--- config.mk ---
export PLATFORM = sky130hd
export DESIGN_NAME = stp_buffer_flat
export DESIGN_NICKNAME = d
export VERILOG_FILES = /design/src/rtl/stp_buffer_if.sv /design/src/rtl/stp_buffer.sv /design/src/flat_wrapper.sv
export SDC_FILE = /design/constraint.sdc
export NUM_CORES = 2
export LEC_CHECK = 0
export BUFFER_PORTS_ARGS = -buffer_cell sky130_fd_sc_hd__buf_2
export CAP_MARGIN = 20
export CORE_MARGIN = 2
export CORE_UTILIZATION = 60
export DETAILED_ROUTE_END_ITERATION = 8
export GPL_TIMING_DRIVEN = 0
export PLACE_DENSITY = 0.82
export SETUP_SLACK_MARGIN = 0.3
export SLEW_MARGIN = 15
export SYNTH_ARGS = -nofsm -noshare
export SYNTH_HDL_FRONTEND = slang
export SYNTH_SLANG_ARGS = --single-unit
--- constraint.sdc ---
create_clock -name clk -period 87.8 [get_ports clk]
set_input_delay 13.17 -clock clk [delete_from_list [all_inputs] [get_ports clk]]
set_output_delay 13.17 -clock clk [all_outputs]
set_load 0.01 [all_outputs]
--- src/rtl/stp_buffer_if.sv ---
`default_nettype none
// ============================================================================
// Module      : stp_buffer_if
// Description : Bundles the sample-in and frame-out handshakes of the
//               serial-to-parallel frame buffer.
//   slave  modport : buffer view (takes samples, presents frames)
//   master modport : producer/consumer view (drives samples, takes frames)
//   in_valid/in_data/in_ready     serial sample stream
//   out_valid/out_data/out_ready  parallel frame, element k at [k*DATA_W +: DATA_W]
//   fill_count                    samples held in the write bank
//   overrun                       sticky dropped-sample flag
// Revision    : 1.0 - initial release
// ============================================================================
interface stp_buffer_if #(
  parameter int DATA_W = 16,
  parameter int DEPTH  = 48
);
  localparam int c_CNT_W = $clog2(DEPTH + 1);

  logic                      in_valid;
  logic [DATA_W-1:0]         in_data;
  logic                      in_ready;
  logic                      out_valid;
  logic                      out_ready;
  logic [DEPTH*DATA_W-1:0]   out_data;
  logic [c_CNT_W-1:0]        fill_count;
  logic                      overrun;

  modport slave (
    input  in_valid, in_data, out_ready,
    output in_ready, out_valid, out_data, fill_count, overrun
  );

  modport master (
    output in_valid, in_data, out_ready,
    input  in_ready, out_valid, out_data, fill_count, overrun
  );
endinterface
`default_nettype wire

--- src/rtl/stp_buffer.sv ---
`default_nettype none
// ============================================================================
// Module      : stp_buffer
// Description : Double-buffered serial-to-parallel converter. Samples are
//               written into the write bank; a completed frame swaps into
//               the read bank and is offered as one wide word while the
//               next frame fills. Optional bit-reversed element placement.
//   clk   : system clock, rising edge
//   rst   : asynchronous active-high reset
//   clr   : synchronous frame abort (ptr, full, valid, overrun cleared)
//   bus   : stp_buffer_if.slave (sample in, frame out, status)
// Revision    : 1.0 - initial release
// ============================================================================
module stp_buffer #(
  parameter int DATA_W  = 16,
  parameter int DEPTH   = 48,
  parameter int BIT_REV = 0
) (
  input  logic        clk,
  input  logic        rst,
  input  logic        clr,
  stp_buffer_if.slave bus
);
  localparam int c_PTR_W = $clog2(DEPTH);
  localparam int c_CNT_W = $clog2(DEPTH + 1);
  localparam logic [c_PTR_W-1:0] c_LAST = c_PTR_W'(DEPTH - 1);

  logic                    r_wr_sel;     // 0: write bank A, read bank B
  logic                    r_wr_full;    // write bank complete, waiting for swap
  logic                    r_out_valid;
  logic                    r_overrun;
  logic [c_PTR_W-1:0]      r_wr_ptr;
  logic [c_PTR_W-1:0]      w_wr_addr;
  logic                    w_accept;
  logic                    w_hs;
  logic                    w_last;
  logic [DEPTH*DATA_W-1:0] w_out_data;

  // clr masks both events so it wins over a same-cycle accept or handshake.
  assign w_accept = bus.in_valid & ~r_wr_full & ~clr;
  assign w_hs     = r_out_valid & bus.out_ready & ~clr;
  assign w_last   = w_accept & (r_wr_ptr == c_LAST);

  // Element address for the current sample.
  if (BIT_REV != 0) begin : g_bitrev
    for (genvar b = 0; b < c_PTR_W; b++) begin : g_bit
      assign w_wr_addr[b] = r_wr_ptr[c_PTR_W-1-b];
    end
  end else begin : g_natural
    assign w_wr_addr = r_wr_ptr;
  end

  always_ff @(posedge clk or posedge rst) begin
    if (rst) begin
      r_wr_sel    <= 1'b0;
      r_wr_full   <= 1'b0;
      r_out_valid <= 1'b0;
      r_overrun   <= 1'b0;
      r_wr_ptr    <= '0;
    end else if (clr) begin
      r_wr_full   <= 1'b0;
      r_out_valid <= 1'b0;
      r_overrun   <= 1'b0;
      r_wr_ptr    <= '0;
    end else begin
      if (bus.in_valid & r_wr_full) begin
        r_overrun <= 1'b1;
      end
      if (w_accept) begin
        r_wr_ptr <= w_last ? '0 : r_wr_ptr + c_PTR_W'(1);
      end
      if (w_last) begin
        // Swap straight away if the read bank is free or being freed now;
        // otherwise park the finished frame and stall the input.
        if (!r_out_valid || w_hs) begin
          r_wr_sel    <= ~r_wr_sel;
          r_out_valid <= 1'b1;
        end else begin
          r_wr_full <= 1'b1;
        end
      end else if (w_hs) begin
        if (r_wr_full) begin
          // Parked frame becomes the new read frame; out_valid stays high.
          r_wr_sel  <= ~r_wr_sel;
          r_wr_full <= 1'b0;
        end else begin
          r_out_valid <= 1'b0;
        end
      end
    end
  end

  for (genvar k = 0; k < DEPTH; k++) begin : g_elem
    logic              w_we;
    logic [DATA_W-1:0] r_a;
    logic [DATA_W-1:0] r_b;

    assign w_we = w_accept & (w_wr_addr == c_PTR_W'(k));

    always_ff @(posedge clk or posedge rst) begin
      if (rst) begin
        r_a <= '0;
        r_b <= '0;
      end else if (w_we) begin
        if (r_wr_sel) begin
          r_b <= bus.in_data;
        end else begin
          r_a <= bus.in_data;
        end
      end
    end

    // Read side is always the bank not being written.
    assign w_out_data[k*DATA_W +: DATA_W] = r_wr_sel ? r_a : r_b;
  end

  assign bus.out_data   = w_out_data;
  assign bus.in_ready   = ~r_wr_full;
  assign bus.out_valid  = r_out_valid;
  assign bus.overrun    = r_overrun;
  assign bus.fill_count = r_wr_full ? c_CNT_W'(DEPTH) : c_CNT_W'(r_wr_ptr);
endmodule
`default_nettype wire

--- src/flat_wrapper.sv ---
// flat-port wrapper written by rule: the top's interface ports become plain ports
module stp_buffer_flat 
#(
  parameter int DATA_W  = 16,
  parameter int DEPTH   = 48,
  parameter int BIT_REV = 0
)
  (clk, rst, clr, bus_in_valid, bus_in_data, bus_out_ready, bus_in_ready, bus_out_valid, bus_out_data, bus_fill_count, bus_overrun);
  stp_buffer_if #(.DATA_W(DATA_W), .DEPTH(DEPTH)) bus_i ();
  input  logic clk;
  input  logic rst;
  input  logic clr;
  input wire logic [$bits(bus_i.in_valid)-1:0] bus_in_valid;
  input wire logic [$bits(bus_i.in_data)-1:0] bus_in_data;
  input wire logic [$bits(bus_i.out_ready)-1:0] bus_out_ready;
  output wire logic [$bits(bus_i.in_ready)-1:0] bus_in_ready;
  output wire logic [$bits(bus_i.out_valid)-1:0] bus_out_valid;
  output wire logic [$bits(bus_i.out_data)-1:0] bus_out_data;
  output wire logic [$bits(bus_i.fill_count)-1:0] bus_fill_count;
  output wire logic [$bits(bus_i.overrun)-1:0] bus_overrun;
  assign bus_i.in_valid = bus_in_valid;
  assign bus_i.in_data = bus_in_data;
  assign bus_i.out_ready = bus_out_ready;
  assign bus_in_ready = bus_i.in_ready;
  assign bus_out_valid = bus_i.out_valid;
  assign bus_out_data = bus_i.out_data;
  assign bus_fill_count = bus_i.fill_count;
  assign bus_overrun = bus_i.overrun;
  stp_buffer #(.DATA_W(DATA_W), .DEPTH(DEPTH), .BIT_REV(BIT_REV)) u_core (.clk(clk), .rst(rst), .clr(clr), .bus(bus_i));
endmodule
==> results.yml <==
cts:
  clock_sinks: 1546
  cts_made_buffers: 158
  clk-insertion-delay-late_ns: 0.78
  cts_hold_buf: 0
  path_clk_slew_ns: 0.06
  clk_path_buf_depth: 3
  cts_tree: "built"
  post_cts_buffers: 0
  h-tree-depth: 4
  postCtsResizedCells: 0
  root_buffer: "clkbuf_16"
place:
  placed_cells: 6693
  post-dp-hpwl_um: 154000
  io_buffer_count: 780
  placed_cell_area_sq_um: 73300
  routabilityCongestion: 0.870
critical_path:
  crit_type: "reg2out"
  start_kind: "flip-flop"
  crit_path_end_kind: "output port"
  cp_max_fo: 10
  cp.arrival_ns: 4.70
  critPathRequiredTime_ns: 74.63
drt:
  postRouteAntennaNets: 0
  dr.pass1.iters: 5
  dr.first_iter.drc_count: 2883
  viasPerCell: 6.05
  num_vias: 42200
  routed_wl_um: 212000
  drc: 0
  wl_per_cell_um: 30.4
floorplanning:
  io_pins: 798
  core_sq_um: 111000
  die_w_um: 338
  rows: 122
  die_area_sq_um: 114000
  fp.dieH_um: 338
  initial_utilization_pct: 60.5
sta:
  hold_violations: 0
  fin_skew_ns: 0.0213
  rsz0062_at_grt: "false"
  setup_viol: 0
  fmax_mhz: 56.0
  post-route-period-util_pct: 20.4
  slew_headroom_pct: 15.1
  worst_pin_slew_ns: 1.27
  setup_tns_ns: 0
  slew_viol_final: 0
  min_period_ns: 17.87
cells_and_area:
  layout.cells.non_filler: 6971
  fin_util_pct: 70.9
  nNetsFinal: 5393
  design_area_sq_um: 78500
  synthToLayoutAreaGrowth_pct: 17.1
  drive_gt1_share_pct: 62.6
synthesis:
  yosys_warnings: 0
  syn_nets: 4424
  synthCells: 4399
  yosysTopAreaCellShare_pct: 57.8
  synth_area_leaders: "dfrtp_1, mux2_2, clkbuf_1"
  synth_top_cell_by_area: "dfrtp_1"
  synth_cell_types: 35
  synth-edff-count: 0
  synth_commonest_cells: "mux2_2, dfrtp_1, clkbuf_1, nand2_1, buf_2"
  ys_seq_elements: 1546
  syn-cell-area_sq_um: 67000
  synth_area_per_cell_sq_um: 15.2
  async_flop_share_pct: 100
  yosysSeqAreaShare_pct: 57.8
  yosysMostFrequentCell: "mux2_2"
  synth_flop_cell: "dfrtp_1"
global_routing:
  grt_pass1_wl_um: 306000
  overflow: 0
  antenna_found_initial: 11
  first_global_vias: 43900
  track_usage_pct: 36.8
  grt_max_degree: 118
power_and_ir_drop:
  switching_power_mw: 0.363
  power_leakage_nw: 42.9
  p_int_mw: 1.14
  seqPwrFrac_pct: 48.9
  combinationalPowerShare_pct: 6.8
  peakVddDrop_mv: 0.0150
  switching_share_pct: 24.1
  total_power_mw: 1.50
  pwr-share-clk_pct: 44.3
  power.density_nw_per_um2: 19.2
run_status:
  outcome: "finished, final reports clean"
min_path:
  hp-class: "reg2reg"
run:
  maxCapViolations: 0
[layout by cell type (no fill, tap or decap), drive strengths merged, types with 2 or more instances in the layout]
master / count
a21oi: 6
and3: 4
clkinvlp: 3
nand2b: 2
o21ai: 3
ha: 4
dfrtp: 1546
buf: 838
mux2: 2304
nand4: 3
diode: 3
nor3: 4
clkinv: 35
nand4bb: 2
inv: 15
nand2: 99
and2: 11
clkbuf: 559
bufinv: 7
nand3: 3
nor2: 10
nor2b: 6
or2: 4
a221oi: 2
[power by group through the flow]
stage          combinational (mW)  clock, mW  sequential, mW
2_1_floorplan              0.0562          0           0.748
3_3_place_gp               0.0965          0           0.750
3_5_place_dp                0.101          0           0.748
4_1_cts                     0.102      0.671           0.735
5_1_grt                     0.108      0.702           0.736
6_report                    0.102      0.667           0.735
[cells by family after synthesis]
| family | share of synthesized area [%] |
|---|---|
| xor gates and xnor gates | 0.0262 |
| adders and majority gates | 0.0747 |
| AOI/OAI and AO/OA | 0.138 |
| and+or+nand+nor | 1.11 |
| muxes | 38.7 |
| DFF | 57.8 |
| buffers and inverters | 2.16 |
[stage by stage]
stage	hold slack, ns	worst slack (ns)
CTS	0.495	69.97
global route	0.508	69.87
detailed placement	0.481	70.81
finish	0.491	69.93
global placement	0.474	15.81
floorplan	0.460	31.01
[final cells by class]
cell class | count | area, sq um
clock inverter | 54 | 576
clock buffer | 218 | 4510
multi-input combinational | 2477 | 26900
tap | 1488 | 1860
antenna | 3 | 7.51
buffer | 370 | 1450
inverter | 6 | 30.0
sequential | 1546 | 38700
timing repair buffer | 809 | 4480
fill | 7437 | 32200
[flip-flops by register name, indices dropped and copies added (netlist names)]
signal	flops
u_core.r_wr_sel	1
u_core.r_wr_full	1
u_core.bus.overrun	1
u_core.bus.out_valid	1
u_core.r_wr_ptr	6
u_core.g_elem.r_b	768
u_core.g_elem.r_a	768
[layer usage]
layer  up-vias  GRT usage, %  wire [um]
met4         4          19.2      12400
met5         -             0         27
met3       436          8.61      15900
met1     22500          49.1      86100
met2      1631          56.7      97800
li1      17600             -          -
[worst max-delay path, cell delays in order, from the launching register on]
cell	delay, ns
dfrtp_1	0.33
clkbuf_1	0.38
clkbuf_1	0.95
clkbuf_1	0.70
clkbuf_1	0.93
mux2_2	0.47
buf_2	0.15
[final timing paths]
path	cells past startpoint	slack, ns	end	start
min in group asynchronous	2	12.48	u_core.g_elem[34].r_a[2]	rst
worst min-delay path	1	0.49	u_core.g_elem[0].r_b[3]	u_core.g_elem[0].r_b[3]
worst max register to register	7	84.20	u_core.g_elem[16].r_b[15]	u_core.r_wr_sel
max in group asynchronous	7	72.37	u_core.g_elem[20].r_a[4]	rst
worst max-delay path	6	69.93	bus_out_data[112]	u_core.r_wr_sel
worst min register to register	1	0.49	u_core.g_elem[0].r_b[3]	u_core.g_elem[0].r_b[3]
Power figures use the tool's default switching activity.
